### config.mk
export PLATFORM = sky130hd
export DESIGN_NAME = frame_stimulus_gen
export DESIGN_NICKNAME = d
export VERILOG_FILES = /design/src/rtl/frame_stimulus_gen.sv
export SDC_FILE = /design/constraint.sdc
export NUM_CORES = 1
export LEC_CHECK = 0
export CAP_MARGIN = 30
export CORE_MARGIN = 2
export CORE_UTILIZATION = 63
export DETAILED_ROUTE_END_ITERATION = 8
export GPL_ROUTABILITY_DRIVEN = 0
export MAX_ROUTING_LAYER = met4
export PLACE_DENSITY = 0.93
export REMOVE_ABC_BUFFERS = 1
export SLEW_MARGIN = 20
export SYNTH_ARGS = -nofsm -noshare
export SYNTH_HDL_FRONTEND = slang
export SYNTH_SLANG_ARGS = --single-unit
### constraint.sdc
create_clock -name iClock -period 6.55 [get_ports iClock]
set_input_delay 0.655 -clock iClock [delete_from_list [all_inputs] [get_ports iClock]]
set_output_delay 0.655 -clock iClock [all_outputs]
set_load 0.05 [all_outputs]
### src/rtl/frame_stimulus_gen.sv
// Synthetic raster frame source for the motion-tracker datapath.
// It emits one pixel every STROBE_DIV clocks in raster order. The pixel value
// depends on the selected pattern, and the first-pixel, line-start and
// last-pixel markers are registered together with the strobe.
module frame_stimulus_gen #(
  parameter int                DATA_W     = 8,
  parameter int                H_ACTIVE   = 640,
  parameter int                V_ACTIVE   = 480,
  parameter int                STROBE_DIV = 2,
  parameter int                NUM_FRAMES = 0,
  parameter logic [DATA_W-1:0] FIRST_VAL  = DATA_W'(8'h01),
  parameter logic [DATA_W-1:0] BG_VAL     = DATA_W'(8'hFF),
  parameter logic [DATA_W-1:0] FG_VAL     = DATA_W'(8'h00),
  parameter int                BOX_SIZE   = 16,
  parameter int                BOX_Y      = 232,
  parameter int                BOX_STEP   = 4,
  parameter int                CHK_LOG2   = 3
) (
  input  logic              iClock,
  input  logic              iReset,
  input  logic              iStart,
  input  logic              iStop,
  input  logic [1:0]        iMode,
  output logic              oEnLatch,
  output logic [DATA_W-1:0] oYdata,
  output logic              oFrameStart,
  output logic              oLineStart,
  output logic              oFrameDone,
  output logic              oBusy,
  output logic [15:0]       oFrameCount
);

  localparam int X_W  = (H_ACTIVE > 1) ? $clog2(H_ACTIVE) : 1;
  localparam int Y_W  = (V_ACTIVE > 1) ? $clog2(V_ACTIVE) : 1;
  localparam int D_W  = (STROBE_DIV > 1) ? $clog2(STROBE_DIV) : 1;
  localparam int XP_W = X_W + 1;

  localparam logic [X_W-1:0]  X_LAST   = X_W'(H_ACTIVE - 1);
  localparam logic [Y_W-1:0]  Y_LAST   = Y_W'(V_ACTIVE - 1);
  localparam logic [D_W-1:0]  D_LAST   = D_W'(STROBE_DIV - 1);
  localparam logic [X_W-1:0]  STEP_MOD = X_W'(BOX_STEP % H_ACTIVE);
  localparam logic [X_W:0]    H_EXT    = XP_W'(H_ACTIVE);
  localparam logic [15:0]     NUM_FR   = 16'(NUM_FRAMES);

  localparam logic [0:0] S_IDLE = 1'b0;
  localparam logic [0:0] S_RUN  = 1'b1;

  logic [0:0]        state_q, state_d;
  logic [1:0]        mode_q, mode_d;
  logic [X_W-1:0]    x_q, x_d;
  logic [Y_W-1:0]    y_q, y_d;
  logic [D_W-1:0]    div_q, div_d;
  logic [15:0]       fidx_q, fidx_d;
  logic [X_W-1:0]    bx_q, bx_d;
  logic              stop_q, stop_d;
  logic              bound_q, bound_d;
  logic              en_q, en_d;
  logic [DATA_W-1:0] ydata_q, ydata_d;
  logic              fs_q, fs_d;
  logic              ls_q, ls_d;
  logic              fd_q, fd_d;
  logic [15:0]       fcnt_q, fcnt_d;

  logic [31:0]       x_w, y_w, bx_w;
  logic              in_box;
  logic              chk_bit;
  logic [X_W:0]      bx_sum;
  logic [X_W-1:0]    bx_next;
  logic [DATA_W-1:0] pix_val;
  logic              stop_set;

  assign x_w  = 32'(x_q);
  assign y_w  = 32'(y_q);
  assign bx_w = 32'(bx_q);

  // The box is clipped at the right edge because x never reaches bx+BOX_SIZE past H_ACTIVE.
  assign in_box = (x_w >= bx_w) && (x_w < bx_w + 32'(BOX_SIZE)) &&
                  (y_w >= 32'(BOX_Y)) && (y_w < 32'(BOX_Y) + 32'(BOX_SIZE));

  assign chk_bit = |(((x_w >> CHK_LOG2) ^ (y_w >> CHK_LOG2) ^ {31'd0, fidx_q[0]}) & 32'd1);

  // The box origin advances by a step that is pre-reduced mod H_ACTIVE, so one conditional subtract suffices.
  assign bx_sum  = {1'b0, bx_q} + {1'b0, STEP_MOD};
  assign bx_next = (bx_sum >= H_EXT) ? X_W'(bx_sum - H_EXT) : bx_sum[X_W-1:0];

  // Pattern value for the pixel at (x_q, y_q) in the current frame
  always_comb begin
    pix_val = BG_VAL;
    case (mode_q)
      2'd0:    pix_val = (fidx_q == '0) ? FIRST_VAL : BG_VAL;
      2'd1:    pix_val = DATA_W'(x_w + 32'(fidx_q));
      2'd2:    pix_val = in_box ? FG_VAL : BG_VAL;
      default: pix_val = chk_bit ? FG_VAL : BG_VAL;
    endcase
  end

  // Run control, raster counters and registered pixel outputs
  always_comb begin
    state_d  = state_q;
    mode_d   = mode_q;
    x_d      = x_q;
    y_d      = y_q;
    div_d    = div_q;
    fidx_d   = fidx_q;
    bx_d     = bx_q;
    stop_d   = stop_q;
    bound_d  = bound_q;
    en_d     = 1'b0;
    ydata_d  = ydata_q;
    fs_d     = 1'b0;
    ls_d     = 1'b0;
    fd_d     = 1'b0;
    fcnt_d   = fidx_q;
    stop_set = stop_q | iStop;
    case (state_q)
      S_IDLE: begin
        if (iStart) begin
          state_d = S_RUN;
          mode_d  = iMode;
          x_d     = '0;
          y_d     = '0;
          div_d   = '0;
          fidx_d  = '0;
          bx_d    = '0;
          stop_d  = 1'b0;
          bound_d = 1'b0;
          fcnt_d  = '0;
        end
      end
      default: begin
        stop_d = stop_set;
        if (div_q == D_LAST) begin
          div_d = '0;
          // The run-end decision is taken in the slot where the next frame's first pixel would go.
          if (bound_q && (stop_set || ((NUM_FRAMES != 0) && (fidx_q == NUM_FR)))) begin
            state_d = S_IDLE;
            stop_d  = 1'b0;
            bound_d = 1'b0;
          end else begin
            bound_d = 1'b0;
            en_d    = 1'b1;
            ydata_d = pix_val;
            fs_d    = (x_q == '0) && (y_q == '0);
            ls_d    = (x_q == '0);
            if (x_q == X_LAST) begin
              x_d = '0;
              if (y_q == Y_LAST) begin
                y_d     = '0;
                fd_d    = 1'b1;
                bound_d = 1'b1;
                fidx_d  = fidx_q + 16'd1;
                bx_d    = bx_next;
                mode_d  = iMode;
              end else begin
                y_d = y_q + 1'b1;
              end
            end else begin
              x_d = x_q + 1'b1;
            end
          end
        end else begin
          div_d = div_q + 1'b1;
        end
      end
    endcase
  end

  // State registers with synchronous active-low reset
  always_ff @(posedge iClock) begin
    if (!iReset) begin
      state_q <= S_IDLE;
      mode_q  <= '0;
      x_q     <= '0;
      y_q     <= '0;
      div_q   <= '0;
      fidx_q  <= '0;
      bx_q    <= '0;
      stop_q  <= 1'b0;
      bound_q <= 1'b0;
      en_q    <= 1'b0;
      ydata_q <= '0;
      fs_q    <= 1'b0;
      ls_q    <= 1'b0;
      fd_q    <= 1'b0;
      fcnt_q  <= '0;
    end else begin
      state_q <= state_d;
      mode_q  <= mode_d;
      x_q     <= x_d;
      y_q     <= y_d;
      div_q   <= div_d;
      fidx_q  <= fidx_d;
      bx_q    <= bx_d;
      stop_q  <= stop_d;
      bound_q <= bound_d;
      en_q    <= en_d;
      ydata_q <= ydata_d;
      fs_q    <= fs_d;
      ls_q    <= ls_d;
      fd_q    <= fd_d;
      fcnt_q  <= fcnt_d;
    end
  end

  assign oEnLatch    = en_q;
  assign oYdata      = ydata_q;
  assign oFrameStart = fs_q;
  assign oLineStart  = ls_q;
  assign oFrameDone  = fd_q;
  assign oBusy       = (state_q == S_RUN);
  assign oFrameCount = fcnt_q;

endmodule

Word-level counts from Yosys, hierarchy flattened
Cells that the tools add are included.
{"block": "op_classes", "add_sub_neg": 8, "multipliers": 0, "div": 0, "order_cmp": 5, "n_eq_ne": 8, "shifts": 0, "muxes": 49, "n_bitwise": 7, "reduce_logical": 18}
{"cell": "two-way mux 16 bit", "n": 7}
{"cell": "two-way mux 10 bit", "n": 11}
{"cell": "two-way mux 9 bit", "n": 6}
{"cell": "two-way mux 8 bit", "n": 3}
{"cell": "one-hot mux 8 bit (3 select lines)", "n": 1}
{"cell": "adder 16 x 1 -> 16 bit (second input constant)", "n": 1}
{"cell": "logical NOT 16 bit", "n": 1}
{"cell": "two-way mux 1 bit", "n": 15}
{"cell": "two-way mux 2 bit", "n": 6}
{"cell": "adder 10 x 3 -> 11 bit (second input constant)", "n": 1}
{"cell": "adder 10 x 5 -> 11 bit (second input constant)", "n": 1}
{"cell": "greater-or-equal comparator 11 x 10 -> 1 bit (second input constant)", "n": 1}
{"cell": "less-than comparator 10 x 11 -> 1 bit", "n": 1}
{"cell": "adder 10 x 1 -> 10 bit (second input constant)", "n": 1}
{"cell": "equality test 10 bit (second input constant)", "n": 1}
{"cell": "greater-or-equal comparator 10 bit", "n": 1}
{"cell": "logical NOT 10 bit", "n": 1}
{"cell": "subtractor 10 bit (second input constant)", "n": 1}
{"cell": "adder 9 x 1 -> 9 bit (second input constant)", "n": 1}
{"cell": "equality test 9 bit (second input constant)", "n": 1}
{"cell": "greater-or-equal comparator 9 x 8 -> 1 bit (second input constant)", "n": 1}
{"cell": "logical NOT 9 bit", "n": 1}
{"cell": "less-than comparator 9 x 8 -> 1 bit (second input constant)", "n": 1}
{"cell": "AND reduction 3 bit", "n": 3}
{"cell": "16 further kinds", "n": 27}
{"block": "word_totals", "regBits": 79, "latchBits": 0, "ramBits": 0, "mem_bits_ro": 0, "input_bits": 6, "out_inout_bits": 29, "elab_cells": 110, "n_memories": 0}

Depth between registers and ports, before layout
Gate-level depths: netlist of the first run.
{"block": "depth", "depth_word": 8, "mapped_depth": 10, "mapped_depth_nobuf": 9}

Worst setup path before layout of the first run
OpenSTA, ideal clock, no wires.
{"block": "synth_path", "path_type": "register to register", "from": "register bx_q[5]", "to": "register ydata_q[7] (netlist: oYdata[7])", "setup_ps": 132, "arrival_ps": 2103, "t_required_ps": 6418, "slack_ps": 4315, "stages_incl_launch_ff": 11, "n_path_buf": 1, "synth_period_minus_slack_ps": 2235, "cell_sequence": "dfxtp_1 > ha_1 > clkbuf_1 > nand3_1 > xnor2_1 > ha_1 > and3_1 > a221oi_1 > a21o_1 > a31o_2 > a311oi_1"}
{"block": "synth_between", "elab_chain_len": 7, "elab_cells_between_ends": 8, "classes_between": "add/sub (1); order compare (2); mux (2); reduce/logical (3)"}
{"item": "start, declared", "line_no": "54", "rtl": "logic [X_W-1:0] bx_q, bx_d;"}
{"item": "start signal, assigned", "line_no": "177", "rtl": "bx_q <= '0;"}
{"item": "start signal, assigned", "line_no": "193", "rtl": "bx_q <= bx_d;"}
{"item": "adder 10 x 5 -> 11 bit", "line_no": "77", "rtl": "assign in_box = (x_w >= bx_w) && (x_w < bx_w + 32'(BOX_SIZE)) &&"}
{"item": "less-than comparator 10 x 11 -> 1 bit", "line_no": "77"}
{"item": "logical AND 1 bit (*) (2 in series)", "line_no": "77"}
{"item": "logical AND 1 bit (*)", "line_no": "78", "rtl": "(y_w >= 32'(BOX_Y)) && (y_w < 32'(BOX_Y) + 32'(BOX_SIZE));"}
{"item": "two-way mux 8 bit (*)", "line_no": "92", "rtl": "2'd2: pix_val = in_box ? FG_VAL : BG_VAL;"}
{"item": "one-hot mux 8 bit (3 select lines) (*)", "line_no": "89", "rtl": "case (mode_q)"}
{"item": "end signal, assigned", "line_no": "197", "rtl": "ydata_q <= ydata_d;"}
{"item": "end, declared", "line_no": "58", "rtl": "logic [DATA_W-1:0] ydata_q, ydata_d;"}
Mark *: on every way between the ends. The rest lies on a longest branch, timed or not.
A chain may end at the register's enable or synchronous reset.

Worst setup path in the final report of the first run
{"block": "layout_path", "from": "register state_q (netlist: oBusy)", "to": "register bx_q[6]"}
{"block": "layout_between", "elab_chain_len": 2, "elab_cells_between_ends": 7, "classes_between": "eq/ne (4); mux (1); reduce/logical (2)"}
{"item": "start, declared", "line_no": "48", "rtl": "logic [0:0] state_q, state_d;"}
{"item": "start signal, assigned", "line_no": "187", "rtl": "state_q <= state_d;"}
{"item": "!= test 2 x 1 -> 1 bit (no source line), or another cell as far along"}
{"item": "AND reduction 5 bit (no source line)"}
Several ways; a longest one is shown, not always the timed one.

==> out/results.ini, run 1 <==
[critical_path]
worst_ep_arrival_time_ns=3.05
critPathCaptureType=register
r2r_start=oBusy$_SDFF_PN0_
path_cells=nand2_1 -> nor2_1 -> nand2_1 -> or2_1 -> inv_2 -> a31oi_1 -> a31oi_1
rrSetupSlack_ns=3.78
timing_worst_setup_path_type=register to register
slowest_stage=dfxtp_1
start_kind=register
slowest_delay_ns=0.80
reg2reg_depth=7
r2r-end=bx_q[6]$_SDFFE_PN0P_
worstPathMaxFanout=22
cp.required_ns=6.83

[timing]
finalCritPeriodShare_pct=42.3
tightest_slew_ns=0.905
slew_violations=0
setup_viol=0
finClkSkew_ns=0.0116
tns_ns=0
slew_headroom_pct=39.5
min_period_ns=2.77
hold_viol=0
rsz0062_at_grt=false
fmax_mhz=361

[finish]
final_cell_mix=77 x dfxtp_1, 56 x nand2_1, 39 x nor2_1
drive_above_1_share_pct=5.18
syn_to_final_growth_pct=12.3
final_common_cell=dfxtp_1
antenna_cells=0
fin_nets=556

[yosys]
post-synth-top-area-cell=dfxtp_1
synth_xor_area_share_pct=6.11
synth_area_um2=4160
synth_area_leaders=dfxtp_1 37%, ha_1 9.6%, nand2_1 5.1%, a21oi_1 3.7%, nor2_1 3.5%
ys_async_sr_fraction_pct=0
synthAdderAreaFrac_pct=10.1
synth_seq_cells=77
synthCells=493
synth_mux_area_share_pct=0.783
synth_cell_type_count=58
synth-compound-area-share_pct=18.0
synth_ff_type=dfxtp_1
ys_seq_area_share_pct=37.1
yosysTopAreaCellShare_pct=37.1
synth_top_family_by_area=simple AND/OR/NAND/NOR gates
synth-simple-area-share_pct=23.5
synth-edff-count=0
yosys_warnings=0
syn_avg_cell_area_um2=8.43

[route]
ant_nets=0
via_per_inst=6.36
wl_per_cell_um=15.9
routed_wl_um=9490
vias=3802
dr.pass1.iters=5
drc=0
drtIter0Drc=294

[clock_tree]
clock_latency_ns=0.35
cts_setup_buffers=0
cts.sinks=77
h-tree-depth=3
cts_inserted_buffers=9
clockRootBuffer=clkbuf_8
path_clk_slew_ns=0.07
ctsHoldBuffers=0
clockBufferDepth=2
cts_tree=yes
cts_resized=0

[global_routing]
grt_pass1_vias=3536
grt_max_degree=33
grt_use_total_pct=27.5
antenna_found_initial=0
grt_pass1_wl_um=15900
grt_remaining_overflow=0

[floorplan]
dieArea_um2=7260
rows=29
io_pins=35
die_y_um=85.2
start_util_pct=65.4
die_x_um=85.2
core_um2=6350

[power_and_ir_drop]
totalPowerFinal_w=0.000862
powerDensity_nw_per_um2=185
vdd_drop_max_mv=0.192
p_leak_nw=1.82

[job]
drv_cap=0

[placement]
io_buffers=34
hpwlAfterDp_um=6890

[hold_path]
hold_class=register to register
whs_path_depth=2
hold_path_startpoint=stop_q$_SDFFE_PN0N_
holdPathEnd=stop_q$_SDFFE_PN0N_

[outcome]
outcome=completed

[how the worst max path moves through the flow]
stage	from	to	slack, ns	depth (start not counted)
after floorplan	oBusy$_SDFF_PN0_	bx_q[6]$_SDFFE_PN0P_	4.10	7
after global placement	iStop	bx_q[6]$_SDFFE_PN0P_	3.66	8
after detailed placement	iStop	bx_q[6]$_SDFFE_PN0P_	3.54	8
after CTS	oBusy$_SDFF_PN0_	oBusy	3.84	1
after global routing	oBusy$_SDFF_PN0_	bx_q[6]$_SDFFE_PN0P_	3.61	7
final	oBusy$_SDFF_PN0_	bx_q[6]$_SDFFE_PN0P_	3.78	7
[critical path: cells and delay by family (launching register included)]
kind                   cells  cell delay (ns)
AOI/OAI and AO/OA          2             0.23
buffers and inverters      1             0.13
DFF                        1             0.80
and+or+nand+nor            4             1.55
[registers in the layout (all words and copies together) (netlist names), 2 cells and up]
| register | flops |
|---|---|
| oFrameCount | 16 |
| mode_q | 2 |
| x_q | 10 |
| y_q | 9 |
| bx_q | 8 |
| fidx_q | 16 |
| oYdata | 8 |
[metal layers]
metal  vias to the layer above  global-route usage, %  part of all wire [%]  wire (µm)
li1                       1834                      -                     -          -
met4                         0                   13.3                   1.4        137
met3                        19                   3.79                   6.8        646
met1                      1791                   35.9                    44       4170
met5                         -                      -                     0          0
met2                       158                   42.3                    48       4530
[kinds of logic (layout without fill, tap and decap cells)]
logic type	after synthesis	count (layout)
AND/OR/NAND/NOR	190	190
AO/OA/AOI/OAI	117	117
flip-flops	77	77
buffers and inverters	44	72
adder cells (fa/ha/maj)	33	33
XOR/XNOR	29	29
multiplexers	3	3
[power breakdown]
part / total (W) / switching [W] / internal [W] / leakage [nW]
Clock: 0.000313 / 0.000168 / 0.000144 / 0.0812
Combinational: 0.0000660 / 0.0000452 / 0.0000209 / 1.12
Sequential: 0.000483 / 0.00000917 / 0.000474 / 0.622
Total: 0.000862 / 0.000223 / 0.000639 / 1.82
[cell type report]
cell class                      instances  area [µm²]
Clock buffer                           11         141
Clock inverter                          4        25.0
Fill cell                             427        1680
Inverter                               22        82.6
Multi-Input combinational cell        372        2430
Sequential cell                        77        1540
Tap cell                               77        96.3
Timing Repair Buffer                   35         348
[through the flow]
stage / cells / utilization, % / instance area [µm²] / setup WS [ns] / hold slack, ns
2_1_floorplan: 471 / - / 4060 / 4.10 / 0.455
3_3_place_gp: 583 / 70.9 / 4500 / 3.66 / 0.467
3_5_place_dp: 583 / 70.9 / 4500 / 3.54 / 0.492
4_1_cts: 598 / 73.5 / 4670 / 3.84 / 0.504
5_1_grt: 598 / 73.5 / 4670 / 3.61 / 0.523
6_report: 598 / 73.5 / 4670 / 3.78 / 0.495
[synth_stat cells (all sizes together), types with 2 or more instances]
master / count
a211oi: 5
dfxtp: 77
a311oi: 6
and4: 3
mux2: 2
a31oi: 6
nor4: 9
and2: 5
a41oi: 3
ha: 32
o211ai: 5
clkbuf: 15
o41ai: 3
or4b: 2
nor4b: 3
and3: 22
nand3: 20
o21ai: 29
o21a: 7
nor2b: 3
a32oi: 2
inv: 22
nor2: 39
or3: 2
nand4: 11
buf: 7
nand2: 56
a21oi: 32
a21o: 7
nor3: 10
o22ai: 4
xor2: 13
xnor2: 16
No activity file was read; power rests on OpenSTA's default activity.
==> run 2: changes to the inputs <==
--- a/config.mk
+++ b/config.mk
@@ -7,11 +7,11 @@
 export LEC_CHECK = 0
 export CAP_MARGIN = 30
 export CORE_MARGIN = 2
-export CORE_UTILIZATION = 63
+export CORE_UTILIZATION = 52
 export DETAILED_ROUTE_END_ITERATION = 8
 export GPL_ROUTABILITY_DRIVEN = 0
 export MAX_ROUTING_LAYER = met4
-export PLACE_DENSITY = 0.93
+export PLACE_DENSITY = 0.83
 export REMOVE_ABC_BUFFERS = 1
 export SLEW_MARGIN = 20
 export SYNTH_ARGS = -nofsm -noshare
==> constraint.sdc (replaced) <==
create_clock -name iClock -period 2.5 [get_ports iClock]
set_input_delay 0.25 -clock iClock [delete_from_list [all_inputs] [get_ports iClock]]
set_output_delay 0.25 -clock iClock [all_outputs]
set_load 0.05 [all_outputs]
==> run 2 against run 1 <==
  * Wire length grew 4.8%
  * Fmax increased by 19%
  * Cell count rose by 6.0%
  * Largest power group unchanged
  * Total power grew to 2.8 times the previous value
  * First-iteration DRC count decreased by 12%
  * Hold slack got worse by 0.069 ns
  * Register-to-register slack worse by 3.6 ns
  * Sequential share of layout area is 0.99 points lower
  * Critical endpoint is now oYdata[7]$_SDFFE_PN0P_
  * Clock-buffer cell count decreased by 2
==> out/results.ini, run 2 (synthesized netlist as in run 1, its figures left out) <==
[outcome]
outcome=completed

[placement]
hpwlAfterDp_um=7150  ; +3.7%
placed_cells=618  ; +6.0%
io_buffers=34  ; unchanged

[global_routing]
grt_remaining_overflow=0  ; unchanged
grt_max_degree=32  ; -3.0%
grt_pass1_vias=3492  ; -1.2%
antenna_found_initial=0  ; unchanged
grt_use_total_pct=24.4  ; -3.2 points
grt_pass1_wl_um=16500  ; +3.7%

[finish]
final_common_cell=dfxtp_1
antenna_cells=0  ; unchanged
layoutNonFillerInstCount=634  ; +6.0%
final_cell_mix=77 x dfxtp_1, 56 x nand2_1, 39 x nor2_1
fin_nets=566  ; +1.8%
drive_above_1_share_pct=7.33  ; +2.1 points
syn_to_final_growth_pct=15.7

[timing]
finalCritPeriodShare_pct=93.1  ; +51 points
hold_viol=0  ; unchanged
setup_viol=0  ; unchanged
tightest_slew_ns=0.569  ; -0.335 ns
slew_headroom_pct=61.1  ; +22 points
finClkSkew_ns=0.0159  ; +0.00432 ns
fmax_mhz=430  ; +19%
slew_violations=0  ; unchanged
min_period_ns=2.33  ; -0.442 ns
tns_ns=0  ; unchanged
rsz0062_at_grt=false

[clock_tree]
path_clk_slew_ns=0.09  ; +0.02 ns
clockRootBuffer=clkbuf_8
ctsHoldBuffers=0  ; unchanged
clock_latency_ns=0.37  ; +0.02 ns
cts_setup_buffers=0  ; unchanged
cts.sinks=77  ; unchanged
clockBufferDepth=2  ; unchanged
h-tree-depth=3  ; unchanged
cts_resized=0  ; unchanged
cts_tree=yes
cts_inserted_buffers=9  ; unchanged

[critical_path]
worst_ep_arrival_time_ns=2.57  ; -0.48 ns
worstPathMaxFanout=7  ; -68%
reg2reg_depth=9  ; +2
critPathCaptureType=register
setup.worst_path.start=bx_q[4]$_SDFFE_PN0P_
r2r_start=bx_q[4]$_SDFFE_PN0P_
timing_worst_setup_path_type=register to register
r2r-end=oYdata[7]$_SDFFE_PN0P_
rrSetupSlack_ns=0.17  ; -3.61 ns
start_kind=register
cp.required_ns=2.75  ; -4.08 ns

[floorplan]
dieArea_um2=8720  ; +20%
io_pins=35  ; unchanged
core_um2=7730  ; +22%
start_util_pct=53.8  ; -12 points
die_y_um=93.4  ; +9.6%
die_x_um=93.4  ; +9.6%
rows=32  ; +10%

[route]
ant_nets=0  ; unchanged
via_per_inst=5.96  ; -6.2%
drc=0  ; unchanged
routed_wl_um=9950  ; +4.8%
dr.pass1.iters=5  ; unchanged
vias=3779  ; -0.60%
wl_per_cell_um=15.7  ; -1.1%
drtIter0Drc=259  ; -12%

[power_and_ir_drop]
powerDensity_nw_per_um2=508  ; +170%
vdd_drop_max_mv=0.277  ; +44%
p_leak_nw=1.89  ; +4.0%

[hold_path]
hold_path_startpoint=iMode[1]
holdPathEnd=mode_q[1]$_SDFFE_PN0P_
hold_class=primary input to register
whs_path_depth=3  ; +1

[job]
drv_cap=0  ; unchanged

run 2: layout make-up:
| class | count | area (µm²) |
|---|---|---|
| flip-flops and latches | 77 | 1540 |
| inverters | 22 | 82.6 |
| clock inverters | 7 | 80.1 |
| clock buffers | 9 | 124 |
| well taps | 102 | 128 |
| fillers | 669 | 2920 |
| repair buffers | 45 | 423 |
| multi-input cells | 372 | 2430 |
run 2: worst max path at each step:
stage,depth (start not counted),to
3_3_place_gp,9,oYdata[7]$_SDFFE_PN0P_
5_1_grt,6,oYdata[7]$_SDFFE_PN0P_
3_5_place_dp,9,oYdata[7]$_SDFFE_PN0P_
2_1_floorplan,7,bx_q[6]$_SDFFE_PN0P_
6_report,9,oYdata[7]$_SDFFE_PN0P_
4_1_cts,9,oYdata[7]$_SDFFE_PN0P_
run 2: metal layers:
| layer | global-route usage, % | up-vias | part of all wire, % |
|---|---|---|---|
| li1 | - | 1848 | - |
| met1 | 31.8 | 1768 | 45 |
| met2 | 37.8 | 141 | 48 |
| met3 | 4.03 | 22 | 5.5 |
| met4 | 9.80 | 0 | 2.1 |
| met5 | - | - | 0 |
run 2: worst max-delay path, cell delays in order (launching register included):
cell and delay [ns]:
dfxtp_1 0.44, ha_1 0.20, nand3_1 0.10, xnor2_1 0.20, ha_1 0.27, and3_1 0.21, a221oi_1 0.27, a21o_1 0.20
a31o_2 0.23, a311oi_1 0.10
run 2: where the power goes:
| part | switching [W] | internal, W |
|---|---|---|
| combinational | 0.000124 | 0.0000613 |
| clock | 0.000517 | 0.000477 |
| sequential | 0.0000222 | 0.00124 |
run 2: through the flow:
step / hold slack [ns] / instance area, µm² / utilization, % / worst slack, ns / power [W]
5_1_grt: 0.425 / 4810 / 62.2 / 0.00934 / 0.00252
3_3_place_gp: 0.468 / 4610 / 59.6 / 0.291 / 0.00147
4_1_cts: 0.423 / 4810 / 62.2 / 0.202 / 0.00245
2_1_floorplan: 0.368 / 4060 / - / 0.0528 / 0.00140
3_5_place_dp: 0.483 / 4610 / 59.6 / 0.214 / 0.00148
6_report: 0.426 / 4810 / 62.2 / 0.173 / 0.00244
==> RTL change 1 (config.mk and constraints of run 2) <==
`y_q` no longer has a reset.
--- a/src/rtl/frame_stimulus_gen.sv
+++ b/src/rtl/frame_stimulus_gen.sv
@@ -172,5 +172,4 @@
       mode_q  <= '0;
       x_q     <= '0;
-      y_q     <= '0;
       div_q   <= '0;
       fidx_q  <= '0;
@@ -188,5 +187,4 @@
       mode_q  <= mode_d;
       x_q     <= x_d;
-      y_q     <= y_d;
       div_q   <= div_d;
       fidx_q  <= fidx_d;
@@ -203,4 +201,8 @@
   end
 
+  always_ff @(posedge iClock) begin
+    y_q <= y_d;
+  end
+
   assign oEnLatch    = en_q;
   assign oYdata      = ydata_q;
Check against the original RTL: same outputs for any inputs over 10 cycles, from zero or initial values and one cycle with iReset low; that may be too few to reach the edited logic, so the function may still have changed.
==> RTL change 1 against run 2 <==
  * Wire length rose by 11%
  * Total power rose by 8.1%
  * Final area rose by 7.9%
  * Sequential share of layout area fell by 0.53 points
  * Sequential cell count did not move
  * Synthesized area rose by 4.1%
  * Worst setup slack got worse by 0.034 ns
  * Non-clock buffer count rose by 22
==> RTL change 1: results <==
run_status:
  outcome: "complete, no violations"
grt:
  met3_usage_pct: 5.059
  grt_pass1_vias: 3924
  gr-usage-met2_pct: 42.55
  grtUsageMet1_pct: 32.99
  grt_use_total_pct: 26.59
  grt_max_degree: 23
  grt_pass1_wl_mm: 18.42
setup_path:
  critPathSlowestCell: "or4_1"
  arrival_ns: 2.64
  crit_path_max_incr_delay_ns: 0.53
  critPathTopFamily: "simple AND/OR/NAND/NOR gates"
logic_synthesis:
  muxShareOfSynthArea_pct: 1.418
  synth_fa_ha_area_share_pct: 9.722
  synth_xor_xnor_area_share_pct: 5.469
  synthDistinctLibCells: 62
  ys_seq_area_share_pct: 37.73
  synthTopCellsByCount: "dfxtp_1, nor2_1, nand2_1"
  synth_compound_area_share_pct: 17.04
  synth_edf_count: 9
  synthTopCellsByArea: "dfxtp_1, ha_1, edfxtp_1"
placement:
  dp_hpwl_mm: 8.079
detailed_routing:
  met1_length_mm: 4.758
  wl_met2_mm: 5.210
  drt_iter0_drc: 291
  avgViaCountPerCell: 6.021
  wl_per_cell_um: 16.53
  wl_met3_um: 742
sta:
  worst_slew_pin_slew_ns: 0.7908
  hold_violations: 0
clocking:
  cts_setup_buffers: 0
power_and_ir_drop:
  irDropWorstVdd_mv: 0.2832
  p_leak_nw: 2.128
min_path:
  holdPathStages: 2
  hold_class: "register to register"
cells_and_area:
  drive_gt1_share_pct: 11.92
  fin_nets: 596
  fill_cells: 671
RTL change 1: cell type report:
class / instances / share of cell area, %
sequential: 77 / 31.52
multi-input combinational: 380 / 48.52
timing repair buffer: 67 / 11.33
inverter: 22 / 1.592
tap: 105 / 2.532
clock buffer: 12 / 3.014
clock inverter: 4 / 1.495
RTL change 1: worst reg2reg max path, stage by stage (launching register included):
cell,delay (ns)
dfxtp_2,0.40
ha_2,0.26
nand4_1,0.12
xnor2_1,0.23
ha_1,0.24
inv_1,0.09
or4_1,0.53
o2111ai_1,0.14
o21ai_0,0.13
a21oi_1,0.15
RTL change 1: worst paths after layout:
| kind | start | end | slack [ns] |
|---|---|---|---|
| max | bx_q[5] | bx_q[7] | 0.14 |
| min | stop_q | stop_q | 0.49 |
| max reg2reg | bx_q[5] | bx_q[7] | 0.14 |
| min reg2reg | stop_q | stop_q | 0.49 |
RTL change 1: metrics by stage:
step                worst slack, ns  instance area (um2)  TNS [ns]  cells
detailed placement          0.07936                 4937         0    651
CTS                         0.05862                 5171         0    667
finish                       0.1389                 5189         0    667
global placement             0.1310                 4937         0    651
global route                0.02284                 5189         0    667
floorplan                   -0.1969                 4218    -2.282    479
RTL change 1: cell families (layout without fill, tap and decap cells):
| group | Yosys count | after routing |
|---|---|---|
| AND/OR/NAND/NOR | 195 | 195 |
| AO/OA/AOI/OAI | 119 | 119 |
| flip-flops | 77 | 77 |
| buffers and inverters | 43 | 105 |
| adder cells (fa/ha/maj) | 33 | 33 |
| XOR/XNOR | 27 | 27 |
| multiplexers | 6 | 6 |
RTL change 1: power breakdown:
part / leakage (nW) / switching (W) / internal [W]
clock: 0.116 / 0.000485 / 0.000630
sequential: 0.638 / 0.0000286 / 0.00127
combinational: 1.37 / 0.000140 / 0.0000833
==> RTL change 2 (config.mk and constraints of run 2) <==
Without the edit above. The parameter `V_ACTIVE` goes from 480 to 960.
--- a/src/rtl/frame_stimulus_gen.sv
+++ b/src/rtl/frame_stimulus_gen.sv
@@ -6,5 +6,5 @@
   parameter int                DATA_W     = 8,
   parameter int                H_ACTIVE   = 640,
-  parameter int                V_ACTIVE   = 480,
+  parameter int                V_ACTIVE   = 960,
   parameter int                STROBE_DIV = 2,
   parameter int                NUM_FRAMES = 0,
Behaviour: no difference found for any inputs over 10 cycles, from zero or initial values and one cycle with iReset low; that may be too few to reach the edited logic, so the function may still have changed.
==> RTL change 2 against run 2 <==
  * Final area is 8.7% higher
  * Worst setup slack worse by 0.066 ns
  * Utilization up 1.7 points
  * Wire length rose by 14%
  * Largest power group unchanged
  * Non-clock buffer count rose by 22
  * Synthesized area is 5.2% higher
  * Total power grew 4.9%
  * Sequential cell count rose by 1
  * Largest cell class unchanged
==> RTL change 2: results <==
run_status:
  outcome: "complete, no violations"
grt:
  grt_pass1_vias: 3862
  grt_overflow_total: 0
  grt_antenna_before_repair: 0
  grt_max_degree: 56
  grt_use_total_pct: 26.65
  grt_pass1_wl_mm: 18.37
clocking:
  root_buffer: "clkbuf_8"
  cts.reportedPaths.clkPinSlew_ns: 0.08
  numCtsBuffers: 9
  clk_latency_ns: 0.37
  cts_buffer_depth: 2
  cts-htree-levels: 3
setup_path:
  arrival_ns: 2.69
  cp-endpoint: "fidx_q[11]"
  path_max_fanout: 10
  critPathSlowestCell: "dfxtp_1"
  crit_path_max_incr_delay_ns: 0.43
  rrSetupSlack_ns: 0.11
  critPathLaunch: "x_q[0]"
  worst_r2r_path_depth: 7
logic_synthesis:
  ys_seq_area_share_pct: 35.72
  synthTopCellsByCount: "dfxtp_1, nand2_1, nor2_1"
  async_flop_share_pct: 0
  synthTopCellsByArea: "dfxtp_1, ha_1, xnor2_1"
  synthDistinctLibCells: 64
  synth_warnings: 0
power_and_ir_drop:
  irDropWorstVdd_mv: 0.3228
  p_leak_nw: 2.077
  p_sw_share_pct: 25.40
sta:
  timing.final.crit_share_pct: 95.76
  fin_skew_ns: 0.009898
  relSlewSlack_pct: 55.61
cells_and_area:
  drive_gt1_share_pct: 13.02
  fin_nets: 610
  diodes: 0
min_path:
  hold_class: "input pin to register"
  holdPathStages: 3
placement:
  dp_hpwl_mm: 7.999
  pre_cts_ws_ns: 0.07888
  port_buffers: 34
detailed_routing:
  vias: 4155
  wl_mm: 11.33
  drt_iter0_drc: 482
  dr.pass1.iters: 5
==> RTL change 2: worst min-delay path by stage <==
stage	from	to	slack, ns
after floorplan	iReset	fidx_q[9]	0.38
after global placement	bound_q	bound_q	0.48
after detailed placement	bound_q	bound_q	0.49
after CTS	iMode[0]	mode_q[0]	0.49
after global routing	iMode[0]	mode_q[0]	0.52
final	iMode[0]	mode_q[0]	0.50
==> RTL change 2: what timing repair did <==
item | in CTS | in global routing
resized for setup | 0 | 6
endpoints found under the hold margin | 0 | 0
endpoints found under the setup margin | 0 | 11
buffers inserted | 0 | 0
==> RTL change 2: layer usage <==
| metal | GRT usage, % | part of all wire [%] |
|---|---|---|
| met1 | 33.58 | 43 |
| met2 | 41.43 | 47 |
| met3 | 5.482 | 7.0 |
| met4 | 11.79 | 3.4 |
| met5 | - | 0 |
==> RTL change 2: cells by family (layout without fill, tap and decap cells) <==
| family | after synthesis | in the layout | synth area share (%) |
|---|---|---|---|
| DFF | 78 | 78 | 35.72 |
| xor gates and xnor gates | 33 | 33 | 6.611 |
| and+or+nand+nor | 205 | 205 | 24.50 |
| adders and majority gates | 33 | 33 | 9.616 |
| AOI/OAI and AO/OA | 118 | 118 | 18.57 |
| buffers and inverters | 45 | 106 | 4.264 |
| muxes | 3 | 3 | 0.7155 |
==> RTL change 2: critical path, delay by kind of cell, from the launching register on <==
kind / cells / cell delay, ns
AND/OR/NAND/NOR: 3 / 0.89
adder cells (fa/ha/maj): 1 / 0.23
buffers and inverters: 1 / 0.19
AO/OA/AOI/OAI: 2 / 0.58
flip-flops: 1 / 0.43
==> RTL change 2: power groups by stage <==
stage                     combinational [W]  clock (W)  sequential [W]
after global placement             0.000211          0         0.00130
after floorplan                   0.0000969          0         0.00133
after detailed placement           0.000216          0         0.00130
after CTS                          0.000218    0.00108         0.00127
final                              0.000221    0.00107         0.00127
after global routing               0.000238    0.00113         0.00127
==> RTL change 2: layout make-up <==
type / instances / area (um2)
clock buffers: 10 / 127.6
clock inverters: 6 / 92.59
fillers: 645 / 2948
inverters: 23 / 86.33
multi-input cells: 392 / 2639
flip-flops and latches: 78 / 1563
well taps: 105 / 131.4
repair buffers: 67 / 588.1
==> RTL change 2: through the flow <==
| step | setup TNS [ns] | total power [W] | area (um2) | cells |
|---|---|---|---|---|
| 2_1_floorplan | -0.1786 | 0.001423 | 4272 | 493 |
| 3_3_place_gp | 0 | 0.001510 | 4991 | 665 |
| 3_5_place_dp | 0 | 0.001516 | 4991 | 665 |
| 4_1_cts | 0 | 0.002563 | 5211 | 681 |
| 5_1_grt | 0 | 0.002641 | 5228 | 681 |
| 6_report | 0 | 0.002562 | 5228 | 681 |
